[config.mk]
export PLATFORM = sky130hd
export DESIGN_NAME = stop_watch_ctrl
export DESIGN_NICKNAME = d
export VERILOG_FILES = /design/src/rtl/stop_watch_ctrl.sv
export SDC_FILE = /design/constraint.sdc
export NUM_CORES = 1
export LEC_CHECK = 0
export ABC_AREA = 1
export BUFFER_PORTS_ARGS = -buffer_cell sky130_fd_sc_hd__clkbuf_2
export CAP_MARGIN = 25
export CELL_PAD_IN_SITES_DETAIL_PLACEMENT = 2
export CELL_PAD_IN_SITES_GLOBAL_PLACEMENT = 2
export CORE_AREA = 4 4 119 121
export DETAILED_ROUTE_END_ITERATION = 6
export DIE_AREA = 0 0 123 125
export PLACE_DENSITY = 0.83
export SYNTH_ARGS = -nofsm -noshare
export SYNTH_HDL_FRONTEND = slang
export SYNTH_SLANG_ARGS = --single-unit
[constraint.sdc]
create_clock -name clk -period 6.1 [get_ports clk]
set_input_delay 1.22 -clock clk [delete_from_list [all_inputs] [get_ports clk]]
set_output_delay 1.22 -clock clk [all_outputs]
set_load 0.02 [all_outputs]
[src/rtl/stop_watch_ctrl.sv]
// Stopwatch run-control: debounces start/stop and lap/reset buttons plus the direction switch,
// sequences IDLE/RUN/LAP/PAUSE, and drives the BCD counter's enable, direction and clear.
module stop_watch_ctrl #(
  parameter int unsigned DB_COUNT = 1_000_000,
  parameter int unsigned DB_WIDTH = 20
) (
  input  logic        clk,
  input  logic        clr,
  input  logic        btn_ss,
  input  logic        btn_lr,
  input  logic        sw_up,
  input  logic [15:0] cnt_digits,
  output logic        count_en,
  output logic        count_up,
  output logic        count_clr,
  output logic [15:0] disp_digits,
  output logic        lap_active,
  output logic        done
);

  localparam int unsigned NumIn = 3;
  localparam logic [DB_WIDTH-1:0] DbMax = DB_WIDTH'(DB_COUNT - 1);

  typedef enum logic [1:0] {
    IDLE  = 2'd0,
    RUN   = 2'd1,
    LAP   = 2'd2,
    PAUSE = 2'd3
  } state_e;

  // Input channels: bit 0 = start/stop, bit 1 = lap/reset, bit 2 = direction switch
  logic [NumIn-1:0]    raw_c;
  logic [NumIn-1:0]    sync1_q, sync2_q;
  logic [NumIn-1:0]    level_q, level_d;
  logic [NumIn-1:0]    flip_c;
  logic [DB_WIDTH-1:0] cnt_q [NumIn];
  logic [DB_WIDTH-1:0] cnt_d [NumIn];
  logic [1:0]          vld_q, vld_d;
  logic [1:0]          armed_q, armed_d;
  logic [1:0]          press_q, press_d;

  state_e      state_q, state_d;
  logic        count_en_q, count_en_d;
  logic        count_up_q, count_up_d;
  logic        count_clr_q, count_clr_d;
  logic        lap_active_q, lap_active_d;
  logic        done_q, done_d;
  logic [15:0] snap_q, snap_d;

  logic ss_p, lr_p, down_zero_c;

  assign raw_c = {sw_up, btn_lr, btn_ss};

  // Stability counters; a button only arms once it has been seen released after reset
  always_comb begin
    flip_c  = '0;
    vld_d   = {vld_q[0], 1'b1};
    for (int unsigned i = 0; i < NumIn; i++) begin
      cnt_d[i] = '0;
      if (sync2_q[i] != level_q[i]) begin
        if (cnt_q[i] == DbMax) flip_c[i] = 1'b1;
        else                   cnt_d[i] = cnt_q[i] + DB_WIDTH'(1);
      end
    end
    level_d = level_q ^ flip_c;
    press_d = flip_c[1:0] & ~level_q[1:0] & armed_q;
    armed_d = armed_q | ({2{vld_q[1]}} & ~sync2_q[1:0] & ~level_q[1:0]);
  end

  always_ff @(posedge clk or posedge clr) begin
    if (clr) begin
      sync1_q <= '0;
      sync2_q <= '0;
      level_q <= '0;
      vld_q   <= '0;
      armed_q <= '0;
      press_q <= '0;
      for (int unsigned i = 0; i < NumIn; i++) cnt_q[i] <= '0;
    end else begin
      sync1_q <= raw_c;
      sync2_q <= sync1_q;
      level_q <= level_d;
      vld_q   <= vld_d;
      armed_q <= armed_d;
      press_q <= press_d;
      for (int unsigned i = 0; i < NumIn; i++) cnt_q[i] <= cnt_d[i];
    end
  end

  assign ss_p        = press_q[0];
  assign lr_p        = press_q[1];
  assign down_zero_c = ~count_up_q & (cnt_digits == 16'h0000);

  // Next state; a down-count reaching zero overrides any button press
  always_comb begin
    state_d     = state_q;
    count_up_d  = count_up_q;
    count_clr_d = 1'b0;
    done_d      = 1'b0;
    snap_d      = snap_q;
    case (state_q)
      IDLE: begin
        count_up_d = level_q[2];
        if (ss_p) begin
          if (!down_zero_c) state_d = RUN;
        end else if (lr_p) begin
          count_clr_d = 1'b1;
        end
      end
      RUN: begin
        if (down_zero_c) begin
          state_d = IDLE;
          done_d  = 1'b1;
        end else if (ss_p) begin
          state_d = PAUSE;
        end else if (lr_p) begin
          state_d = LAP;
          snap_d  = cnt_digits;
        end
      end
      LAP: begin
        if (down_zero_c) begin
          state_d = IDLE;
          done_d  = 1'b1;
        end else if (ss_p) begin
          state_d = PAUSE;
        end else if (lr_p) begin
          state_d = RUN;
        end
      end
      PAUSE: begin
        count_up_d = level_q[2];
        if (ss_p) begin
          state_d = RUN;
        end else if (lr_p) begin
          state_d     = IDLE;
          count_clr_d = 1'b1;
        end
      end
      default: state_d = IDLE;
    endcase
    count_en_d   = (state_d == RUN) || (state_d == LAP);
    lap_active_d = (state_d == LAP);
  end

  always_ff @(posedge clk or posedge clr) begin
    if (clr) begin
      state_q      <= IDLE;
      count_en_q   <= 1'b0;
      count_up_q   <= 1'b1;
      count_clr_q  <= 1'b0;
      lap_active_q <= 1'b0;
      done_q       <= 1'b0;
      snap_q       <= '0;
    end else begin
      state_q      <= state_d;
      count_en_q   <= count_en_d;
      count_up_q   <= count_up_d;
      count_clr_q  <= count_clr_d;
      lap_active_q <= lap_active_d;
      done_q       <= done_d;
      snap_q       <= snap_d;
    end
  end

  assign count_en    = count_en_q;
  assign count_up    = count_up_q;
  assign count_clr   = count_clr_q;
  assign lap_active  = lap_active_q;
  assign done        = done_q;
  assign disp_digits = lap_active_q ? snap_q : cnt_digits;

endmodule

======== Word level (Yosys, flattened, before mapping) ========
Cells that the tools add are included.
storage, ports and cells
  bits in registers ....................... 98
  output and inout port bits .............. 21
  input port bits ......................... 21
cells by class
  bitwise gates (word level) .............. 12
  mux-type cells .......................... 29
  eq/ne operators ......................... 11
  reductions and logical operators ........ 6
  add/sub/neg operators ................... 3
operators by type and width
  operator                                                               count
  20-bit two-way mux                                                     6
  20-bit by 1-bit adder with 20-bit output, second input constant        3
  20-bit equality test, second input constant                            3
  2-bit two-way mux                                                      10
  16-bit logical NOT                                                     1
  16-bit two-way mux                                                     1
  1-bit two-way mux                                                      11
  2-bit bitwise AND                                                      4
  2-bit one-hot mux with 4 select lines                                  1
  2-bit equality test, second input constant                             3
  2-bit by 1-bit equality test with 1-bit output, second input constant  2
  2-bit inverter                                                         2
  4-bit AND reduction                                                    1
  2-bit OR reduction                                                     2
  1-bit != test                                                          3
  1-bit inverter                                                         3
  3-bit bitwise XOR                                                      1
  2-bit logical NOT                                                      1
  2-bit OR                                                               1
  1-bit bitwise AND                                                      1
  1-bit logical OR                                                       1

======== Depth between registers and ports, before layout ========
Gate-level depths: netlist (run 1).
  depth in word-level cells ............... 7
  mapped depth ............................ 10

======== Worst setup path after synthesis (run 1) ========
OpenSTA, ideal clock, no wires.
  kind .................................... input-to-output
  start ................................... in cnt_digits[10]
  end ..................................... out disp_digits[10]
  arrival time ............................ 1738 ps
  slack ................................... 3142 ps
  stages .................................. 2
  required time ........................... 4880 ps
  path buffers ............................ 0
  cells stage by stage .................... inv_1 > o21ai_0
between the ends
  cells in the longest elaborated chain, start to end .. 1
RTL lines
  element             line  RTL
  start, declared     12    input logic [15:0] cnt_digits,
  16-bit two-way mux  171   assign disp_digits = lap_active_q ? snap_q : cnt_digits;
  end, declared       16    output logic [15:0] disp_digits,
No other way between the ends.

======== Worst setup path after layout (run 1) ========
  start ................................... reg lap_active_q, in the netlist lap_active
  end ..................................... out disp_digits[14]
between the ends
  cells in the longest elaborated chain, start to end .. 1
RTL lines
  element                 line  RTL
  start, declared         46    logic lap_active_q, lap_active_d;
  start signal, assigned  160   lap_active_q <= lap_active_d;
  16-bit two-way mux      171
No other way between the ends.

==> flow_results.org, run 1 <==
** Outcome
- Status :: completed

** Power
- Dividing total power by cell area gives a power density of about 260 nW/um2.
- In this run the power spent charging and discharging nets is roughly 440 uW.
- Share of total power consumed by net switching :: 0.301
- Fraction of power consumed by combinational cells :: 0.137
- The share of total power dissipated in sequential elements is 0.481.
- VDD sags by at most roughly 0.00013 V.
- Total Power Consumption :: ~1500 uW
- Cell leakage power :: ~0.0026 uW
- Clock network power share :: 0.382
- Int Power :: ~1000 uW

** Worst setup path
- Top fanout value on the critical path :: 33
- Worst reg2reg path depth :: 7
- Critical path data arrival time :: 1.86 ns
- List of cells traversed by the critical path :: o21ai_0, clkbuf_2
- Worst r2r src :: cnt_q[20]$_DFF_PP0_
- The worst setup path is of the reg -> out kind.
- Reg-to-reg critical path endpoint :: cnt_q[31]$_DFF_PP0_
- Setup slack on the worst reg-to-reg path comes out at 3.98 ns.
- CP Capture Type :: output port
- The largest individual stage delay along the critical path comes from the cell sky130_fd_sc_hd__dfrtp_1.
- At the worst endpoint, the required time is approximately 5 ns.
- Longest individual stage delay on the worst path :: between 0.9 and 1 ns
- Startpoint type of the worst setup path :: flop

** Cells and area
- The repair_antennas step left the layout with diodes totalling 0.
- For this run, the share of the core covered by cells in the final layout is 0.437.
- Final-stage net count :: ~690
- Share of cells above drive strength 1 :: 0.156
- Area growth syn-to-layout :: 14.1%

** Detailed routing
- Violation count after the first detailed-route iteration :: approximately 150
- Routed vias :: ~4200
- After detailed routing, the number of remaining DRC violations is 0.
- Dividing the detail-routed wire length by the instance count gives 16.0 um.
- Using the TritonRoute via totals, the vias-per-cell ratio works out to around 5.0.
- For this run, the detailed router's first-pass iteration total came to 4.
- The routed design has approximately 13 mm of wire.
- In this run the remaining antenna-violating nets after routing total 0.

** Clock network
- CTS saw 98 sinks.
- In this run, post-CTS hold repair placed 0 buffers.
- After clock tree synthesis, the repair step resized 0 gates.
- Number of setup buffers added after CTS :: 0
- Clock-pin slew on the worst setup and hold paths :: roughly 0.07 ns
- Deepest level of the CTS H-tree :: 3
- TritonCTS built the clock tree.
- In this run, CTS created clock tree buffers numbering 9.
- The cell sitting at the root of the clock tree is a sky130_fd_sc_hd__clkbuf_16.
- The clock reaches the later pin of the worst-skew pair after roughly 0.35 ns.
- Maximum buffer depth of the clock tree :: 2

** GRT
- The number of antenna violations at the first check in global routing came to 0.
- Entering global routing, the biggest net connects 65 pins.
- Vias in the first global route :: approximately 4700
- Global routing finished with a remaining overflow of 0.
- In the global route stage, overall resource usage came out at 0.188.
- The first global-routing pass estimated around 23 mm of wire.

** Placement
- Placed wire-length estimate :: roughly 9.9 mm
- The count of buffers added on input and output ports is 41.
- GP Congestion :: 0.882

** Synthesis
- Summing every instance area after synthesis gives 5010 um2.
- The Yosys step of the flow raised 0 warnings.
- Syn Inst Count :: 609
- Number of enable flip-flop cells after synthesis :: 0
- Seq/Total Area, Yosys :: 0.489
- Yosys mapped the design onto 37 distinct sky130hd cell types.
- Async set-reset flop share out of synthesis :: 1.00
- Register bit count reported by yosys :: approximately 100
- In this run the mean area of a mapped cell was a little over 8 um2.
- Prevailing post-synth register cell :: sky130_fd_sc_hd__dfrtp_1
- Synthesized Nets :: roughly 640

** Floorplan
- In this run the core area contains 42 standard-cell rows.
- Initial core utilization :: 0.383
- The floorplan step defined a core boundary enclosing around 13000 um2.
- Top Ports :: 42
- The floorplan step defined a die boundary enclosing 15400 um2.
- The floorplan step set the die height to around 130 um.
- Width of the die :: 123 um

** STA
- Max-slew violation count :: 0
- Dividing the final minimum period by the clock period gives 0.505.
- Clock period minus final worst setup slack :: 3.08 ns
- At the pin with the least slew margin, the transition time is around 0.96 ns.
- For the final routed database, the setup TNS stands at 0 ns.
- Hold Vio Cnt, Final :: 0
- Worst slew slack as a fraction of its limit :: 0.361
- Setup violations remaining at the end of the flow were counted as 0.
- Timing would allow up to 325 MHz.
- Unrepaired setup endpoints after global routing :: false
- Worst clock skew on the final layout :: roughly 0.0075 ns

** Worst hold path
- Counting instances, the worst hold path has a depth of 0.
- The path with the worst hold slack has its endpoint at sync2_q[1]$_DFF_PP0_.
- The worst hold path begins at sync1_q[1]$_DFF_PP0_.
- In this run the worst hold path is classified as reg -> reg.

** Job
- Number of max-cap violations :: 0
-- registers in the layout, summed over array words and instances, names as in the netlist, named ones only --
| register | flops |
|---|---|
| sync2_q | 3 |
| vld_q | 2 |
| lap_active | 1 |
| armed_q | 2 |
| sync1_q | 3 |
| done | 1 |
| press_q | 2 |
| count_up | 1 |
| cnt_q | 60 |
| count_en | 1 |
| snap_q | 16 |
| state_q | 2 |
| count_clr | 1 |
-- placed cells by master (no fill, tap or decap), types with 3 or more instances in the layout --
cell | netlist | routed
sky130_fd_sc_hd__nand2_2 | 6 | 6
sky130_fd_sc_hd__inv_1 | 77 | 76
sky130_fd_sc_hd__clkbuf_16 | 0 | 9
sky130_fd_sc_hd__ha_1 | 8 | 8
sky130_fd_sc_hd__nor3_1 | 26 | 26
sky130_fd_sc_hd__nand4_1 | 10 | 10
sky130_fd_sc_hd__inv_2 | 4 | 4
sky130_fd_sc_hd__xnor2_1 | 7 | 7
sky130_fd_sc_hd__nor2_2 | 6 | 6
sky130_fd_sc_hd__nor2_4 | 6 | 6
sky130_fd_sc_hd__nor3b_1 | 3 | 3
sky130_fd_sc_hd__a211oi_1 | 3 | 3
sky130_fd_sc_hd__dfrtp_1 | 97 | 97
sky130_fd_sc_hd__o21ai_0 | 27 | 27
sky130_fd_sc_hd__nand3_2 | 10 | 10
sky130_fd_sc_hd__nand2_1 | 103 | 103
sky130_fd_sc_hd__nor2_1 | 109 | 109
sky130_fd_sc_hd__nand3_1 | 31 | 31
sky130_fd_sc_hd__clkbuf_2 | 0 | 41
sky130_fd_sc_hd__o21a_1 | 11 | 11
sky130_fd_sc_hd__a21oi_1 | 22 | 22
sky130_fd_sc_hd__nor3_2 | 3 | 3
sky130_fd_sc_hd__xor2_1 | 14 | 14
-- kinds of logic after synthesis --
group                      count (synthesis)  synth area share
DFF                                       98             0.489
other                                      1          0.000748
adders and majority gates                  8            0.0200
and+or+nand+nor                          325             0.310
buffers and inverters                     89            0.0681
AOI/OAI and AO/OA                         67            0.0754
xor gates and xnor gates                  21            0.0367
-- power groups by stage --
stage,Clock [uW],Combinational [uW],Sequential [uW]
detailed placement,0,206,723
CTS,580,207,709
global route,610,227,717
floorplan,0,143,702
finish,563,202,710
global placement,0,197,719
-- area by class of cell --
class                   instances  area, um2
clock inverters                 5       37.5
repair buffers                 43        228
well taps                     176        220
clock buffers                  11        253
flip-flops and latches         98       2450
fillers                      1466       7360
multi-input cells             422       2220
inverters                      82        310
-- cells in the mapped netlist, types with 2 or more instances --
library cell	instances	area [um2]
sky130_fd_sc_hd__inv_2	4	15.0
sky130_fd_sc_hd__inv_1	77	289
sky130_fd_sc_hd__clkbuf_1	3	11.3
sky130_fd_sc_hd__a31oi_1	2	12.5
sky130_fd_sc_hd__and3_1	2	12.5
sky130_fd_sc_hd__buf_2	3	15.0
sky130_fd_sc_hd__o21ai_0	27	135
sky130_fd_sc_hd__o21a_1	11	82.6
sky130_fd_sc_hd__nor2_4	6	67.6
sky130_fd_sc_hd__a21oi_1	22	110
sky130_fd_sc_hd__nor3_2	3	30.0
sky130_fd_sc_hd__a211oi_1	3	22.5
sky130_fd_sc_hd__nor3b_2	2	25.0
sky130_fd_sc_hd__nand3_2	10	100
sky130_fd_sc_hd__nand4_1	10	62.6
sky130_fd_sc_hd__nor2_1	109	409
sky130_fd_sc_hd__nand2_2	6	37.5
sky130_fd_sc_hd__or2_2	2	12.5
sky130_fd_sc_hd__nor3b_1	3	22.5
sky130_fd_sc_hd__ha_1	8	100
sky130_fd_sc_hd__nor4_1	2	12.5
sky130_fd_sc_hd__nor2_2	6	37.5
sky130_fd_sc_hd__nand3_1	31	155
sky130_fd_sc_hd__dfrtp_1	97	2430
sky130_fd_sc_hd__nor3_4	2	32.5
sky130_fd_sc_hd__nand2_1	103	387
sky130_fd_sc_hd__xor2_1	14	123
sky130_fd_sc_hd__nor3_1	26	130
sky130_fd_sc_hd__xnor2_1	7	61.3
-- critical path: cells and delay by family (launching register included) --
kind | cells | cell delay (ns)
flip-flops | 1 | 0.97
buffers and inverters | 1 | 0.22
AO/OA/AOI/OAI | 1 | 0.30
-- worst max-delay path by stage --
stage | startpoint | endpoint | slack, ns | depth (start not counted)
floorplan | clr | asynchronous set/reset pin | 2.32 | 1
global placement | cnt_digits[14] | disp_digits[14] | 3.03 | 4
detailed placement | cnt_digits[14] | disp_digits[14] | 3.02 | 4
CTS | lap_active$_DFF_PP0_ | disp_digits[14] | 2.98 | 2
global route | lap_active$_DFF_PP0_ | disp_digits[14] | 2.80 | 2
finish | lap_active$_DFF_PP0_ | disp_digits[14] | 3.02 | 2
-- metal layers --
metal,up-vias,share of wire,track usage
met1,2144,0.43,0.229
met2,40,0.53,0.335
met5,-,0,0
met4,0,0.0086,0.0456
met3,9,0.027,0.0416
li1,2033,-,-
-- metrics by stage --
step	instance area [um2]	cells	hold WS [ns]	setup WS, ns
after CTS	5710	836	0.355	2.98
after global routing	5720	837	0.361	2.80
final	5720	837	0.353	3.02
after detailed placement	5420	820	0.338	3.02
after global placement	5420	820	0.332	3.03
after floorplan	5010	609	0.331	2.32
(Power assumes the default switching activity.)
==> run 2, diff against run 1 <==
- ABC_AREA: 1 -> 0
- CORE_AREA: 4 4 119 121 -> 4 4 115 117
- DIE_AREA: 0 0 123 125 -> 0 0 119 121
- PLACE_DENSITY: 0.83 -> 0.77
- clock period: 6.1 -> 2.98 ns (I/O delays scaled with it)
==> flow_results.org, run 2 <==
** Outcome
- The run finished with clean final reports.

** Detailed routing
- Number of vias per cell after detailed routing :: 5.32
- Final wirelength :: between 10 and 15 mm
- Routed vias :: 3505
- Residual DRC :: 0
- Before antenna repair, the detailed router went through 6 iterations.
- Drt wl/cell :: roughly 18 um
- Number of routed nets with antenna violations :: 0
- The first routing iteration left about 150 violations.

** Worst setup path
- The number of cells on the worst reg-to-reg path is 6.
- Critical path required time :: ~2.4 ns
- Startpoint type of the worst setup path :: flop
- Data arrives at the worst endpoint at between 1.5 and 2 ns.
- The setup path with the least slack is of type reg -> out.
- Critical Path Start :: lap_active$_DFF_PP0_
- The startpoint identified for the worst register-to-register timing path is cnt_q[40]$_DFF_PP0_.
- CP Capture Type :: output port
- Top fanout value on the critical path :: 17

** STA
- Worst slew pin tran :: 0.707 ns
- Max-slew violation count :: 0
- Setup total negative slack on the finished layout was measured at 0 ns.
- The number of hold violations in the final report was 0.
- Period utilisation layout :: 0.780
- Setup violations remaining at the end of the flow were counted as 0.
- Maximum frequency from static timing analysis :: ~430 MHz
- The worst path in the final design needs a cycle of ~2.3 ns, including I/O delays and setup.
- Worst slew slack as a fraction of its limit :: 0.529
- The clock arrives with 0.00835 ns of skew.
- Setup repair after global routing left no endpoint under its margin.
- Setup slack closes at roughly 0.65 ns.

** Floorplan
- The floorplan step defined a core boundary enclosing 12400 um2.
- The floorplan step set the die height to roughly 120 um.
- The die is between 100 and 150 um wide.
- Overall die area :: about 14000 um2
- Initial core utilization :: 0.381
- Row count :: 41
- For this design the top-level I/O count stands at 42.

** Power
- Power Dens Cells :: 506 nW/um2
- Total Power Consumption :: ~2700 uW
- Worst-case vdd ir drop :: about 0.00021 V
- Cell leakage power :: ~0.0023 uW

** Worst hold path
- Worst hold-check path type :: in -> reg
- Hold Crit Depth :: 1
- In this run the most critical hold path is launched from btn_lr.

** Clock network
- Clock tree synthesis selected as its root buffer the cell sky130_fd_sc_hd__clkbuf_16.
- # hold bufs at CTS :: 0
- Clock-pin slew on the worst setup and hold paths :: approximately 0.07 ns
- Total CTS buffers :: 9
- Maximum buffer depth of the clock tree :: 2
- CTS-repair resized insts :: 0
- Number of setup buffers added after CTS :: 0
- TritonCTS clock tree :: built
- For the worst-skew pair, the clock arrives at the later sink with an insertion delay of between 0.3 and 0.4 ns.
- Clock tree synthesis found a total of 98 sinks.
- In this run the number of H-tree levels came out at 3.

** Synthesis
- The cell area that synthesis handed to floorplanning was 4710 um2.
- Synthesized Nets :: between 400 and 500
- The commonest cells after synthesis are sky130_fd_sc_hd__dfrtp_1, sky130_fd_sc_hd__nor2_1, sky130_fd_sc_hd__mux2_2, sky130_fd_sc_hd__nand2_1.
- For this run, asynchronously set or reset flops after synthesis account for 1.00.
- Syn Inst Count :: roughly 440
- Fraction of synthesized cell area taken by the top area cell type :: 0.516
- Number of distinct library cell variants in the gate-level netlist after synthesis :: 47
- By instance count, the leading cell after synthesis is sky130_fd_sc_hd__dfrtp_1.
- Register bit count reported by yosys :: 98
- sky130_fd_sc_hd__dfrtp_1 takes more of the synthesized area than any other cell.
- Yosys mapped a number of flops with a built-in enable equal to 0.
- In the synthesized netlist the dominant register cell turns out to be sky130_fd_sc_hd__dfrtp_1.
- For this run, the number of Yosys warnings is 0.
- Seq/Total Area, Yosys :: 0.521
- Averaged over all synthesized cells, the footprint is around 11 um2.
- Top cells by area, synth :: sky130_fd_sc_hd__dfrtp_1, sky130_fd_sc_hd__mux2_2, sky130_fd_sc_hd__xnor2_1

** GRT
- The via count of the first global-routing pass is between 3000 and 4000.
- Global-route wire length before repair :: roughly 20 mm
- Entering global routing, the biggest net connects 99 pins.
- GRT overflow :: 0
- Total track usage :: 0.173
- The number of antenna violations at the first check in global routing came to 0.

** Placement
- Setup Slack @ Placement :: around 0.52 ns
- Placed wire-length estimate :: 7.98 mm
- GP Congestion :: around 0.76
- Count of input and output buffers :: between 40 and 50

** Cells and area
- Ranked by flip-flop count, first place goes to cnt_q.
- At the end of the flow the core is filled with cells to 0.438.
- Multi-input gate area in the final layout :: ~2200 um2
- Share of cells above drive strength 1 :: 0.220
- Across the whole layout, storage elements account for 2450 um2.
- For this run, the post-layout net count is a little over 500.
- In the layout the commonest cells are sky130_fd_sc_hd__dfrtp_1, sky130_fd_sc_hd__nor2_1, sky130_fd_sc_hd__clkbuf_2.
- In the final layout, the registers with the most flip-flops are cnt_q x60, snap_q x16.
- Area growth syn-to-layout :: 14.9%
- The repair_antennas step left the layout with diodes totalling 0.
- Max reg flops :: 60
- Commonest non-fill, non-tap cell in the layout :: sky130_fd_sc_hd__dfrtp_1
- Fill cells in the final layout number between 1000 and 1500.

** Job
- The tool flagged a number of max-cap violations equal to 0.
==> run 2: changes by cell type after synthesis, sizes merged, moves of 9 or more <==
| cell | delta |
|---|---|
| inv | -64 |
| mux2 | +36 |
| nand2 | -84 |
| nand3 | -18 |
| nor2 | -73 |
| nor3 | -22 |
| nor4 | +11 |
| o21a | -11 |
| o21ai | -16 |
| o31ai | +9 |
| or3 | +13 |
| or4 | +11 |
| xnor2 | +15 |
==> run 2: logic make-up (layout without fill, tap and decap cells) <==
group	after synthesis	count (layout)	synth area share
compound gates	53	53	0.0752
xor+xnor	38	38	0.0707
fa+ha+maj	8	8	0.0213
buf+inv	28	78	0.0229
flops	98	98	0.521
mux	37	37	0.0882
other cells	1	1	0.000796
simple gates	174	174	0.200
==> run 2: critical path, cell delays in order (launching register included) <==
cell	delay (ns)
sky130_fd_sc_hd__dfrtp_1	0.80
sky130_fd_sc_hd__mux2_2	0.42
sky130_fd_sc_hd__clkbuf_2	0.16
==> run 2: through the flow <==
stage,area (um2),hold slack [ns],instances
after detailed placement,5140,0.342,643
final,5410,0.350,659
after floorplan,4710,0.331,437
after CTS,5410,0.338,659
after global routing,5410,0.339,659
after global placement,5140,0.333,643
==> run 2: routing by layer <==
| metal | up-vias | GRT usage | routed length [um] |
|---|---|---|---|
| met5 | - | 0 | 0 |
| met2 | 41 | 0.305 | 6060 |
| met4 | 0 | 0.0630 | 156 |
| met3 | 10 | 0.0252 | 271 |
| li1 | 1663 | - | - |
| met1 | 1791 | 0.215 | 5090 |
==> run 2: cell type report <==
class | count | share of cell area
clock inverters | 4 | 0.00509
multi-input cells | 311 | 0.398
inverters | 17 | 0.0125
repair buffers | 45 | 0.0458
flip-flops and latches | 98 | 0.454
clock buffers | 12 | 0.0456
well taps | 172 | 0.0398
==> run 2: final timing paths <==
kind / slack (ns) / endpoint
worst max-delay path: 0.65 / disp_digits[4]
worst min-delay path: 0.35 / sync1_q[1]$_DFF_PP0_
worst max register to register: 0.82 / cnt_q[55]$_DFF_PP0_
worst min register to register: 0.36 / sync2_q[2]$_DFF_PP0_
max in group asynchronous: 2.19 / cnt_q[47]$_DFF_PP0_
min in group asynchronous: 0.38 / cnt_q[11]$_DFF_PP0_
==> run 2: power breakdown <==
group	internal [uW]	switching [uW]
registers	1360	32.6
logic	93.1	159
clock network	589	504
total	2040	696
==> run 3, diff against run 2 <==
- ABC_AREA: 0 -> 1
- CORE_AREA: 4 4 115 117 -> 4 4 129 131
- DIE_AREA: 0 0 119 121 -> 0 0 133 135
- PLACE_DENSITY: 0.77 -> 0.74
- clock period: 2.98 -> 1.87 ns (I/O delays scaled with it)
==> flow_results.org, run 3 (same netlist as run 1, synthesis figures left out) <==
** Detailed routing
- Detailed routing inserted a total of approximately 4200 vias.
- After detailed routing, the number of remaining DRC violations is 0.
- Before antenna repair, the detailed router went through 4 iterations.
- Final wirelength :: ~13 mm
- The detail route stage leaves a number of antenna-violating nets equal to 0.
- Violation count after the first detailed-route iteration :: roughly 140
- Using the TritonRoute via totals, the vias-per-cell ratio works out to around 4.8.
- Drt wl/cell :: approximately 15 um

** Clock network
- Maximum buffer depth of the clock tree :: 2
- Total CTS buffers :: 9
- Worst skew pair latency :: 0.34 ns
- In this run the post-CTS setup repair buffer count came out at 0.
- Clock tree synthesis found a total of 98 sinks.
- TritonCTS built the clock tree.
- Clock root buffer :: sky130_fd_sc_hd__clkbuf_16
- Deepest level of the CTS H-tree :: 3
- Clock-pin slew on the worst setup and hold paths :: about 0.070 ns

** Worst setup path
- The worst setup path is launched from a flop.
- Traced cell by cell, the critical path runs through buf_6, o21ai_0, clkbuf_2.
- Critical Path Start :: lap_active$_DFF_PP0_
- Path length in cells of the critical path :: 3
- Path type of the worst setup path :: reg -> out
- Critical path required time :: 1.50 ns
- Broken down by cell family, the worst path's largest delay share belongs to buffers and inverters.
- In this design, the stage delay of the slowest critical-path cell is ~0.38 ns.
- Across all register-to-register paths, the minimum setup slack is about 0.2 ns.
- Slowest library cell on the worst path :: sky130_fd_sc_hd__dfrtp_1
- Along the worst path, the maximum fanout reaches 33.
- For the worst flop-to-flop path, the logic depth is 8.
- For the worst setup path, the data arrival time is between 1 and 1.5 ns.
- In this run the critical register-to-register path is launched from cnt_q[40]$_DFF_PP0_.
- Reg-to-reg critical path endpoint :: cnt_q[58]$_DFF_PP0_
- STA classifies the critical path endpoint as an output port.
- The critical path ends at disp_digits[0].
- Together, buffers and inverters on the worst path number 2.

** Floorplan
- The initial utilization of the core area, before any placement, comes to 0.321.
- In this run the vertical extent of the chip is between 100 and 150 um.
- After floorplanning, the core was divided into 46 placement rows.
- Width of the die :: roughly 130 um
- Core Region :: around 16000 um2
- Overall die area :: around 18000 um2
- Top Ports :: 42

** GRT
- The via count of the first global-routing pass came to 4739.
- The first global-routing pass estimated between 20 and 25 mm of wire.
- Total track usage :: 0.160
- After global routing the overflow that remains totals 0.
- Largest net degree at the start of global routing :: 64
- Initial antenna violation count :: 0

** Cells and area
- Compared with the post-synthesis result, the final layout area differs by 17.3%.
- After routing the design area is 5880 um2.
- Share of cells above drive strength 1 :: 0.167
- In the layout the commonest cells are sky130_fd_sc_hd__nor2_1, sky130_fd_sc_hd__nand2_1, sky130_fd_sc_hd__dfrtp_1.
- More flip-flops sit in one register than any other, and that register is cnt_q.
- Utilization after layout :: 0.377
- The register with the most flip-flops in the layout has 60 of them.
- Leaving out fill and tap cells, the most frequent cell in the layout is sky130_fd_sc_hd__nor2_1.
- Final antenna diode count :: 0
- Registers with the most flip-flops :: cnt_q x60, snap_q x16
- Final-stage net count :: slightly below 700
- The count of cells in the finished layout, fillers not included, comes to slightly below 900.

** STA
- Setup repair after global routing left no endpoint under its margin.
- Worst slew slack as a fraction of its limit :: 0.646
- Hold Vio Cnt, Final :: 0
- The final number of max-transition violations came to 0.
- Setup total negative slack :: 0 ns
- On the final layout, the worst clock skew is 0.00858 ns.
- For the pin with the worst max-slew slack, the measured transition is 0.527 ns.
- Clock period minus final worst setup slack :: 1.71 ns
- Period utilisation layout :: 0.915
- Static timing analysis puts the maximum clock frequency at around 580 MHz.
- Setup-violating endpoint count in the final report :: 0

** Placement
- Count of input and output buffers :: around 40
- Routability-driven placement finished with a final weighted congestion of roughly 0.8.
- The number of placed instances, taps included, is 870.
- Placed wire-length estimate :: between 10 and 15 mm
- Summing all placed instances gives a cell area of ~5600 um2.

** Power
- Power Dens Cells :: between 800 and 900 nW/um2
- Across the VDD grid, the largest voltage drop is about 0.00040 V.
- The analysis attributes to cell leakage a power of 0.00262 uW.

** Worst hold path
- Worst hold-check path type :: in -> async

** Outcome
- Status :: completed

** Job
- Across the run, the number of max-cap violations was 0.
-- run 3: report_power, final --
| group | switching, uW | internal, uW | total [uW] |
|---|---|---|---|
| Sequential | 53.5 | 2180 | 2230 |
| Clock | 817 | 1110 | 1930 |
| Combinational | 550 | 238 | 788 |
-- run 3: worst min-delay path: stages --
cell and delay [ns]:
sky130_fd_sc_hd__clkbuf_2 0.10, sky130_fd_sc_hd__clkinvlp_4 0.09, sky130_fd_sc_hd__buf_12 0.30
-- run 3: area by class of cell --
type / count / area (um2)
multi-input cells: 422 / 2220
clock buffers: 12 / 256
clock inverters: 4 / 50.0
inverters: 82 / 312
fillers: 1797 / 9720
well taps: 216 / 270
flip-flops and latches: 98 / 2450
repair buffers: 52 / 317
-- run 3: worst min-delay path by stage --
stage,start,end,depth (start not counted)
CTS,btn_lr,sync1_q[1]$_DFF_PP0_,1
finish,clr,snap_q[9]$_DFFE_PP0P_,3
global placement,vld_q[0]$_DFF_PP0_,vld_q[1]$_DFF_PP0_,0
floorplan,sync1_q[0]$_DFF_PP0_,sync2_q[0]$_DFF_PP0_,0
detailed placement,sync1_q[0]$_DFF_PP0_,sync2_q[0]$_DFF_PP0_,0
global route,btn_lr,sync1_q[1]$_DFF_PP0_,1
-- run 3: what timing repair did --
action / 4_1_cts / 5_1_grt
hold buffers: 0 / 0
setup endpoints to repair: 1 / 4
resized for setup: 1 / 3
-- run 3: layer usage --
metal  part of all wire  track usage  up-vias
met3              0.029       0.0276       13
met5                  0            0        -
met1               0.46        0.200     2090
met4              0.015       0.0502        0
met2               0.50        0.284       54
li1                   -            -     2054
-- run 3: through the flow --
step	hold slack, ns	setup slack, ns	total power (uW)
floorplan	0.331	0.297	2760
global placement	0.333	0.203	3030
detailed placement	0.338	0.154	3070
CTS	0.125	0.0372	5040
global route	0.129	0.0184	5220
finish	0.111	0.159	4950
